==> src/rtl/uart_mmio.sv <==
// uart_mmio: memory-mapped 8N1 UART on SoC data port B, with TX and RX byte FIFOs.
// Register map (relative to BASE_ADDR): +0 IN READY, +1 OUT READY, +2 DATA.
// Build option: define UART_LOOPBACK_EN to feed uart_tx back into the receiver
// (uart_rx is then ignored; the uart_tx pin still toggles).

module uart_mmio_fifo #(
  parameter int unsigned AW = 4
) (
  input  logic       clk,
  input  logic       rst,
  input  logic       push,
  input  logic [7:0] wdata,
  input  logic       pop,
  output logic [7:0] head_c,
  output logic       empty_c,
  output logic       full_c
);

  localparam int unsigned DEPTH = 1 << AW;

  logic [7:0]  mem [DEPTH];
  logic [AW:0] wr_ptr;
  logic [AW:0] rd_ptr;
  logic        do_push;
  logic        do_pop;

  // Pointers carry an extra wrap bit so equal indices can mean empty or full.
  assign empty_c = (wr_ptr == rd_ptr);
  assign full_c  = (wr_ptr[AW-1:0] == rd_ptr[AW-1:0]) && (wr_ptr[AW] != rd_ptr[AW]);
  assign head_c  = mem[rd_ptr[AW-1:0]];

  // Pop on empty is a no-op; a push into a full FIFO lands only if a pop frees a slot.
  assign do_pop  = pop && !empty_c;
  assign do_push = push && (!full_c || do_pop);

  // Pointer update.
  always_ff @(posedge clk) begin
    if (rst) begin
      wr_ptr <= '0;
      rd_ptr <= '0;
    end else begin
      if (do_push) wr_ptr <= wr_ptr + (AW+1)'(1);
      if (do_pop)  rd_ptr <= rd_ptr + (AW+1)'(1);
    end
  end

  // Storage array; contents are don't-care until written.
  always_ff @(posedge clk) begin
    if (do_push) mem[wr_ptr[AW-1:0]] <= wdata;
  end

endmodule

module uart_mmio #(
  parameter int unsigned BASE_ADDR    = 65537,
  parameter int unsigned CLKS_PER_BIT = 868,
  parameter int unsigned FIFO_AW      = 4
) (
  input  logic        clk,
  input  logic        rst,
  input  logic [31:0] addr_b,
  input  logic [31:0] data_b_in,
  input  logic        data_b_we,
  output logic [31:0] data_b,
  output logic        strobe_b,
  input  logic        uart_rx,
  output logic        uart_tx
);

  localparam int unsigned CW = $clog2(CLKS_PER_BIT);
  localparam logic [31:0]   ADDR_IN     = 32'(BASE_ADDR);
  localparam logic [31:0]   ADDR_OUT    = 32'(BASE_ADDR + 1);
  localparam logic [31:0]   ADDR_DATA   = 32'(BASE_ADDR + 2);
  localparam logic [CW-1:0] BIT_RELOAD  = CW'(CLKS_PER_BIT - 1);
  localparam logic [CW-1:0] HALF_RELOAD = CW'(CLKS_PER_BIT / 2 - 1);

  typedef enum logic [1:0] {S_IDLE, S_START, S_DATA, S_STOP} state_t;

  // ---------------- bus decode ----------------
  logic        sel_in;
  logic        sel_out;
  logic        sel_data;
  logic [31:0] prev_addr_b;
  logic        prev_rd;
  logic        first_rd;
  logic        rx_pop;
  logic        ovr_clr;
  logic        tx_push;
  logic        unused_wdata;

  assign sel_in   = (addr_b == ADDR_IN);
  assign sel_out  = (addr_b == ADDR_OUT);
  assign sel_data = (addr_b == ADDR_DATA);
  assign strobe_b = sel_in || sel_out || sel_data;

  // A read side effect fires only on the first cycle of a run of reads to the same address,
  // so a stalled CPU holding the address pops or clears exactly once.
  assign first_rd = !data_b_we && !(prev_rd && (prev_addr_b == addr_b));
  assign rx_pop   = sel_data && first_rd;
  assign ovr_clr  = sel_in && first_rd;
  assign tx_push  = sel_data && data_b_we;

  assign unused_wdata = ^data_b_in[31:8];

  // Remember last cycle's address and whether it was a read.
  always_ff @(posedge clk) begin
    if (rst) begin
      prev_addr_b <= '0;
      prev_rd     <= 1'b0;
    end else begin
      prev_addr_b <= addr_b;
      prev_rd     <= !data_b_we;
    end
  end

  // ---------------- FIFOs ----------------
  logic [7:0] tx_head;
  logic       tx_empty;
  logic       tx_full;
  logic       tx_pop;
  logic [7:0] rx_head;
  logic       rx_empty;
  logic       rx_full;
  logic       rx_push;
  logic [7:0] rx_shift;

  uart_mmio_fifo #(.AW(FIFO_AW)) u_tx_fifo (
    .clk     (clk),
    .rst     (rst),
    .push    (tx_push),
    .wdata   (data_b_in[7:0]),
    .pop     (tx_pop),
    .head_c  (tx_head),
    .empty_c (tx_empty),
    .full_c  (tx_full)
  );

  uart_mmio_fifo #(.AW(FIFO_AW)) u_rx_fifo (
    .clk     (clk),
    .rst     (rst),
    .push    (rx_push),
    .wdata   (rx_shift),
    .pop     (rx_pop),
    .head_c  (rx_head),
    .empty_c (rx_empty),
    .full_c  (rx_full)
  );

  // ---------------- read data mux ----------------
  logic overrun;

  // Zero-latency read data; zero whenever the address is not ours.
  always_comb begin
    data_b = '0;
    if (sel_in) begin
      data_b = {30'b0, overrun, !rx_empty};
    end else if (sel_out) begin
      data_b = {31'b0, !tx_full};
    end else if (sel_data && !rx_empty) begin
      data_b = {24'b0, rx_head};
    end
  end

  // ---------------- transmitter ----------------
  state_t        tx_state;
  logic [CW-1:0] tx_cnt;
  logic [2:0]    tx_bit;
  logic [7:0]    tx_shift;
  logic          tx_bit_end;

  assign tx_bit_end = (tx_cnt == '0);
  // Load a new byte from IDLE, or straight out of STOP so back-to-back frames have no gap.
  assign tx_pop = !tx_empty && ((tx_state == S_IDLE) || ((tx_state == S_STOP) && tx_bit_end));

  // TX frame sequencer; uart_tx is registered.
  always_ff @(posedge clk) begin
    if (rst) begin
      tx_state <= S_IDLE;
      tx_cnt   <= '0;
      tx_bit   <= '0;
      tx_shift <= '0;
      uart_tx  <= 1'b1;
    end else begin
      case (tx_state)
        S_IDLE: begin
          if (tx_pop) begin
            tx_shift <= tx_head;
            tx_cnt   <= BIT_RELOAD;
            uart_tx  <= 1'b0;
            tx_state <= S_START;
          end
        end
        S_START: begin
          if (tx_bit_end) begin
            tx_cnt   <= BIT_RELOAD;
            tx_bit   <= '0;
            uart_tx  <= tx_shift[0];
            tx_state <= S_DATA;
          end else begin
            tx_cnt <= tx_cnt - CW'(1);
          end
        end
        S_DATA: begin
          if (tx_bit_end) begin
            tx_cnt <= BIT_RELOAD;
            if (tx_bit == 3'd7) begin
              uart_tx  <= 1'b1;
              tx_state <= S_STOP;
            end else begin
              tx_bit   <= tx_bit + 3'd1;
              tx_shift <= {1'b0, tx_shift[7:1]};
              uart_tx  <= tx_shift[1];
            end
          end else begin
            tx_cnt <= tx_cnt - CW'(1);
          end
        end
        S_STOP: begin
          if (tx_bit_end) begin
            if (tx_pop) begin
              tx_shift <= tx_head;
              tx_cnt   <= BIT_RELOAD;
              uart_tx  <= 1'b0;
              tx_state <= S_START;
            end else begin
              tx_state <= S_IDLE;
            end
          end else begin
            tx_cnt <= tx_cnt - CW'(1);
          end
        end
        default: begin
          uart_tx  <= 1'b1;
          tx_state <= S_IDLE;
        end
      endcase
    end
  end

  // ---------------- receiver ----------------
  logic rx_line;

`ifdef UART_LOOPBACK_EN
  logic unused_rx;
  assign rx_line   = uart_tx;
  assign unused_rx = uart_rx;
`else
  assign rx_line = uart_rx;
`endif

  logic rx_s1;
  logic rx_s2;
  logic rx_s3;

  // Two-flop synchroniser plus one delayed copy for falling-edge detection; idles high.
  always_ff @(posedge clk) begin
    if (rst) begin
      rx_s1 <= 1'b1;
      rx_s2 <= 1'b1;
      rx_s3 <= 1'b1;
    end else begin
      rx_s1 <= rx_line;
      rx_s2 <= rx_s1;
      rx_s3 <= rx_s2;
    end
  end

  state_t        rx_state;
  logic [CW-1:0] rx_cnt;
  logic [2:0]    rx_bit;
  logic          rx_bit_end;

  assign rx_bit_end = (rx_cnt == '0);
  // A good stop bit queues the byte; a low stop bit (framing error) drops it.
  assign rx_push = (rx_state == S_STOP) && rx_bit_end && rx_s2;

  // RX frame sequencer: half-bit to the start-bit centre, then one bit period per sample.
  always_ff @(posedge clk) begin
    if (rst) begin
      rx_state <= S_IDLE;
      rx_cnt   <= '0;
      rx_bit   <= '0;
      rx_shift <= '0;
    end else begin
      case (rx_state)
        S_IDLE: begin
          if (rx_s3 && !rx_s2) begin
            rx_cnt   <= HALF_RELOAD;
            rx_state <= S_START;
          end
        end
        S_START: begin
          if (rx_bit_end) begin
            if (rx_s2) begin
              rx_state <= S_IDLE;
            end else begin
              rx_cnt   <= BIT_RELOAD;
              rx_bit   <= '0;
              rx_state <= S_DATA;
            end
          end else begin
            rx_cnt <= rx_cnt - CW'(1);
          end
        end
        S_DATA: begin
          if (rx_bit_end) begin
            rx_shift <= {rx_s2, rx_shift[7:1]};
            rx_cnt   <= BIT_RELOAD;
            if (rx_bit == 3'd7) begin
              rx_state <= S_STOP;
            end else begin
              rx_bit <= rx_bit + 3'd1;
            end
          end else begin
            rx_cnt <= rx_cnt - CW'(1);
          end
        end
        S_STOP: begin
          if (rx_bit_end) begin
            rx_state <= S_IDLE;
          end else begin
            rx_cnt <= rx_cnt - CW'(1);
          end
        end
        default: rx_state <= S_IDLE;
      endcase
    end
  end

  // Overrun latches when a good byte finds the RX FIFO full; a new overrun beats a clear.
  always_ff @(posedge clk) begin
    if (rst) begin
      overrun <= 1'b0;
    end else if (rx_push && rx_full && !rx_pop) begin
      overrun <= 1'b1;
    end else if (ovr_clr) begin
      overrun <= 1'b0;
    end
  end

endmodule
==> config.mk <==
export PLATFORM = sky130hd
export DESIGN_NAME = uart_mmio
export DESIGN_NICKNAME = d
export VERILOG_FILES = /design/src/rtl/uart_mmio.sv
export SDC_FILE = /design/constraint.sdc
export NUM_CORES = 1
export LEC_CHECK = 0
export ABC_AREA = 1
export BUFFER_PORTS_ARGS = -buffer_cell sky130_fd_sc_hd__clkbuf_2
export CORE_ASPECT_RATIO = 2
export CORE_MARGIN = 3
export CORE_UTILIZATION = 56
export CTS_CLUSTER_SIZE = 10
export DETAILED_ROUTE_END_ITERATION = 6
export PLACE_DENSITY = 0.74
export RECOVER_POWER = 50
export SLEW_MARGIN = 20
export SYNTH_ARGS = -nofsm -noshare
export SYNTH_HDL_FRONTEND = slang
export SYNTH_HIERARCHICAL = 1
export SYNTH_SLANG_ARGS = --single-unit
==> constraint.sdc <==
create_clock -name clk -period 2.56 [get_ports clk]
set_input_delay 0.128 -clock clk [delete_from_list [all_inputs] [get_ports clk]]
set_output_delay 0.128 -clock clk [all_outputs]
set_load 0.02 [all_outputs]
==> impl_summary.md <==
Pwr
The internal power contribution is 10.26 mW. The share of total power dissipated in the clock network is 0.387. Of the total power, combinational logic draws 0.131.

For this design the static power due to leakage is 7.098 nW. The analysis attributes to net switching a power of 3.473 mW. Across the VDD grid, the largest voltage drop is 0.6999 mV. The power per cell area is 727.0 nW/um2.

Of the total power, registers draw 0.481. Of the total power, the share spent switching nets is 0.2530.

Drt
The average routed wire per standard cell is 18.00 um. For this run, design rule violations remaining after detail routing come to 0. Using the TritonRoute via totals, the vias-per-cell ratio works out to 5.567. The detailed router finished its first iteration with 710 violations. The via count is 12203.

The count of nets left with antenna violations once routing finished came out at 0. After detailed routing, the total wire length is 39450 um. The first detailed-routing pass took 5 iterations.

Logic synthesis
The cell with the most instances after synthesis is sky130_fd_sc_hd__nor2_1. In the post-synthesis netlist, the biggest area contributors are sky130_fd_sc_hd__edfxtp_1 (47%), sky130_fd_sc_hd__dfxtp_1 (14%), sky130_fd_sc_hd__nor2_1 (7.9%), sky130_fd_sc_hd__nand2_1 (5.0%), sky130_fd_sc_hd__o21ai_0 (4.7%). The gate count of the mapped netlist is 1664. The summed instance area of the synthesized netlist is 16390 um2. The commonest cells after synthesis are sky130_fd_sc_hd__nor2_1 (343), sky130_fd_sc_hd__edfxtp_1 (256), sky130_fd_sc_hd__nand2_1 (218). Among all flip-flop cells after synthesis, the most frequent one is sky130_fd_sc_hd__edfxtp_1. The share of the Yosys chip area taken by registers is 0.6060.

Summed over all instances, the cell type with the most area after synthesis is sky130_fd_sc_hd__edfxtp_1. The post-synthesis register bit count is 368. The average instance in the mapped netlist occupies 9.847 um2. During synthesis, Yosys emitted a total of 6 warnings. The fraction of registers with async set/reset is 0. The fraction of synthesized cell area taken by the top area cell type is 0.4692.

In this run, synthesis inferred 256 flip-flops with an integrated enable. The post-synthesis cell type count is 49.

Status
The run finished, with violations left. The checks that failed: capacitance limit, slew limit, setup timing.

Critical path
The biggest fanout along the worst timing path is 8. The setup check on the worst reg-to-reg path leaves a slack of 0.06 ns. The signal on the critical path passes through dlygate4sd3_1, clkbuf_2, inv_1, nand4_1, nor2_1, nand3_2, inv_1, nand3b_1, nor2_1, buf_4, nand2_4, inv_2, nand2_2, nor2_1. The data required time at the worst endpoint is 2.71 ns.

The most numerous cell on the critical path is sky130_fd_sc_hd__nor2_1. The type of element capturing the critical path is a register. The number of cell instances on the worst register-to-register path is 14. The classification of the worst setup path is primary input to register.

On the worst path, the slowest cell contributes a delay of 0.62 ns. The cell type of the slowest stage on the worst timing path is sky130_fd_sc_hd__nor2_1. STA puts the critical path data arrival time at 2.79 ns. The kind of start point of the critical path is a primary input.

Place
The HPWL after detailed placement is 26970 um. The worst setup timing slack at the placement stage is -0.1069 ns. The routability congestion estimate is 0.8789. In this run the tool buffered the top-level ports with 53 buffer cells. The number of instances in the placed design is 2078.

Die
The core area is 28850 um2. The starting utilization of the core area is 0.5680. The initialized floorplan defines 88 standard-cell rows. The die outline width is 127.0 um. The die area is 31470 um2.

The I/O pin count is 102. The vertical extent of the die is 247.9 um.

STA
Across all hold checks on the routed design, the worst slack comes to 0.1523 ns. The total count of max-transition violations in the final report came to 41. The slew at the pin closest to its max-slew limit is 1.759 ns.

The shortest period the worst path allows is 2.633 ns. In the finished design, the share of the clock period the worst path needs comes to 1.029. The worst pin sits at a relative slew slack of -0.1726. The setup skew after layout is 0.01751 ns. The number of failing hold endpoints at the final stage is 0. Based on the critical path, the design can be clocked at up to 379.8 MHz. The worst setup slack after layout is -0.07299 ns. The total setup violations reported at the end of the flow is 16. Setup repair after global routing could not meet its margin everywhere.

CTS
For this design, the sink count on the clock tree is 368. Clock-pin slew was measured on the worst setup and hold paths at 0.06 ns. The longest clock path from root to sink contains 3 buffers. The number of buffers added by the clock tree synthesis step is 42.

The buffer type at the clock tree root is sky130_fd_sc_hd__clkbuf_16. The later pin in the worst-skew pair is clocked with a latency of 0.54 ns. TritonCTS built the clock tree.

The H-tree depth reported by CTS is 2.

Global routing
The initial antenna violation count came to 1. Entering global routing, the biggest net connects 44 pins. The first global-routing pass estimated 61620 um of wire. The number of global-route vias before repair is 12212. The total grt overflow is 0. In the global route stage, overall resource usage came out at 0.2500.

Finish
The area of combinational cells with multiple inputs is 5587 um2. Compared with the post-synthesis result, the final layout area differs by 15.26%. After the last flow step, the layout net total stands at 1896.

Registers take 9938 um2. The layout filler cell count is 2233. The fraction of final layout cells with drive strength greater than 1 is 0.1294. The finished layout holds 2192 standard cells, fillers aside.

Job
The tool flagged a number of max-cap violations equal to 1.

Worst hold path
The path class of the tightest hold or removal check is primary input to register. The number of stages on the worst hold path is 3.
[power groups by stage]
stage	combinational, mW	sequential (mW)	clock [mW]
floorplan	1.39	6.70	0
global placement	1.70	6.72	0
detailed placement	1.75	6.73	0
CTS	1.80	6.60	5.42
global route	2.05	6.62	5.67
finish	1.80	6.61	5.32
[worst max-delay path, delay by kind of cell]
| family | cells | cell delay [ns] |
|---|---|---|
| buf+inv | 6 | 1.15 |
| simple gates | 8 | 1.49 |
[final timing paths]
check,startpoint,to
min,rst,rx_s3
min reg2reg,rx_s1,rx_s2
max reg2reg,tx_cnt[1],u_tx_fifo/mem[14][7]
max,addr_b[17],u_tx_fifo/mem[14][7]
[registers in the layout (all words and copies together) (netlist names), 2 cells and up, named ones only]
register	cells
u_rx_fifo/mem	128
u_tx_fifo/mem	128
prev_addr_b	32
rx_cnt	10
tx_cnt	10
rx_shift	8
tx_shift	8
u_rx_fifo/rd_ptr	5
u_rx_fifo/wr_ptr	5
u_tx_fifo/rd_ptr	5
u_tx_fifo/wr_ptr	5
rx_bit	3
tx_bit	3
tx_state	2
[through the flow]
step	area, um2	total power, mW	TNS [ns]	util
floorplan	16470	8.095	0	-
global placement	17220	8.422	0	0.5970
detailed placement	17220	8.475	-2.758	0.5970
CTS	18790	13.82	0	0.6513
global route	18890	14.35	-7.204	0.6547
finish	18890	13.73	-0.8828	0.6547
[kinds of logic (layout without fill, tap and decap cells)]
| logic type | count (synthesis) | count (layout) | synth area share |
|---|---|---|---|
| xor gates and xnor gates | 35 | 35 | 0.01871 |
| buffers and inverters | 231 | 375 | 0.06292 |
| muxes | 6 | 6 | 0.003665 |
| other | 1 | 25 | 0.0002289 |
| adders and majority gates | 28 | 28 | 0.02138 |
| DFF | 368 | 368 | 0.6060 |
| and+or+nand+nor | 698 | 698 | 0.1834 |
| AOI/OAI and AO/OA | 297 | 297 | 0.1037 |
[layer usage]
metal	up-vias	wire length [um]	track usage
met2	352	22570	0.4920
met1	5834	12810	0.2377
li1	5848	-	-
met4	0	2798	0.1579
met5	-	0	0
met3	169	1281	0.03101
[placed cells by master, fill, tap and decap left out, types with 3 or more instances in the layout]
| master | netlist | routed |
|---|---|---|
| sky130_fd_sc_hd__ha_1 | 28 | 28 |
| sky130_fd_sc_hd__conb_1 | 1 | 24 |
| sky130_fd_sc_hd__nor3_2 | 4 | 5 |
| sky130_fd_sc_hd__nand3_1 | 75 | 74 |
| sky130_fd_sc_hd__nor2_4 | 5 | 11 |
| sky130_fd_sc_hd__nand2_2 | 11 | 10 |
| sky130_fd_sc_hd__dfxtp_1 | 112 | 109 |
| sky130_fd_sc_hd__inv_1 | 118 | 118 |
| sky130_fd_sc_hd__o21ai_1 | 9 | 10 |
| sky130_fd_sc_hd__nand2_4 | 3 | 4 |
| sky130_fd_sc_hd__xnor2_1 | 18 | 18 |
| sky130_fd_sc_hd__nand3b_1 | 4 | 4 |
| sky130_fd_sc_hd__buf_12 | 0 | 3 |
| sky130_fd_sc_hd__clkbuf_2 | 0 | 44 |
| sky130_fd_sc_hd__clkbuf_16 | 0 | 43 |
| sky130_fd_sc_hd__dlygate4sd3_1 | 0 | 34 |
| sky130_fd_sc_hd__mux2i_1 | 6 | 6 |
| sky130_fd_sc_hd__a21oi_1 | 51 | 51 |
| sky130_fd_sc_hd__nor3_1 | 5 | 4 |
| sky130_fd_sc_hd__nor2_1 | 343 | 331 |
| sky130_fd_sc_hd__o211ai_1 | 64 | 64 |
| sky130_fd_sc_hd__a211oi_1 | 5 | 5 |
| sky130_fd_sc_hd__inv_2 | 22 | 21 |
| sky130_fd_sc_hd__clkbuf_1 | 33 | 42 |
| sky130_fd_sc_hd__buf_4 | 36 | 64 |
| sky130_fd_sc_hd__nand2_1 | 218 | 218 |
| sky130_fd_sc_hd__xor2_1 | 17 | 17 |
| sky130_fd_sc_hd__o21ai_0 | 155 | 154 |
| sky130_fd_sc_hd__edfxtp_1 | 256 | 256 |
| sky130_fd_sc_hd__nand4_1 | 14 | 14 |
| sky130_fd_sc_hd__nor2_2 | 4 | 10 |
[repair_timing]
action	in CTS	in global routing
hold buffers	34	0
hold endpoints to repair	34	0
buffers inserted	0	4
resized for setup	10	23
endpoints found under the setup margin	24	240
pin swaps	1	3
[layout make-up]
type                    instances  area share
flip-flops and latches        368      0.5262
multi-input cells            1088      0.2958
diodes                          1   0.0001325
inverters                     142     0.02875
repair buffers                158     0.06168
clock inverters                 1   0.0004637
well taps                     360     0.02385
clock buffers                  74     0.06313
No activity file was read; power rests on OpenSTA's default activity.
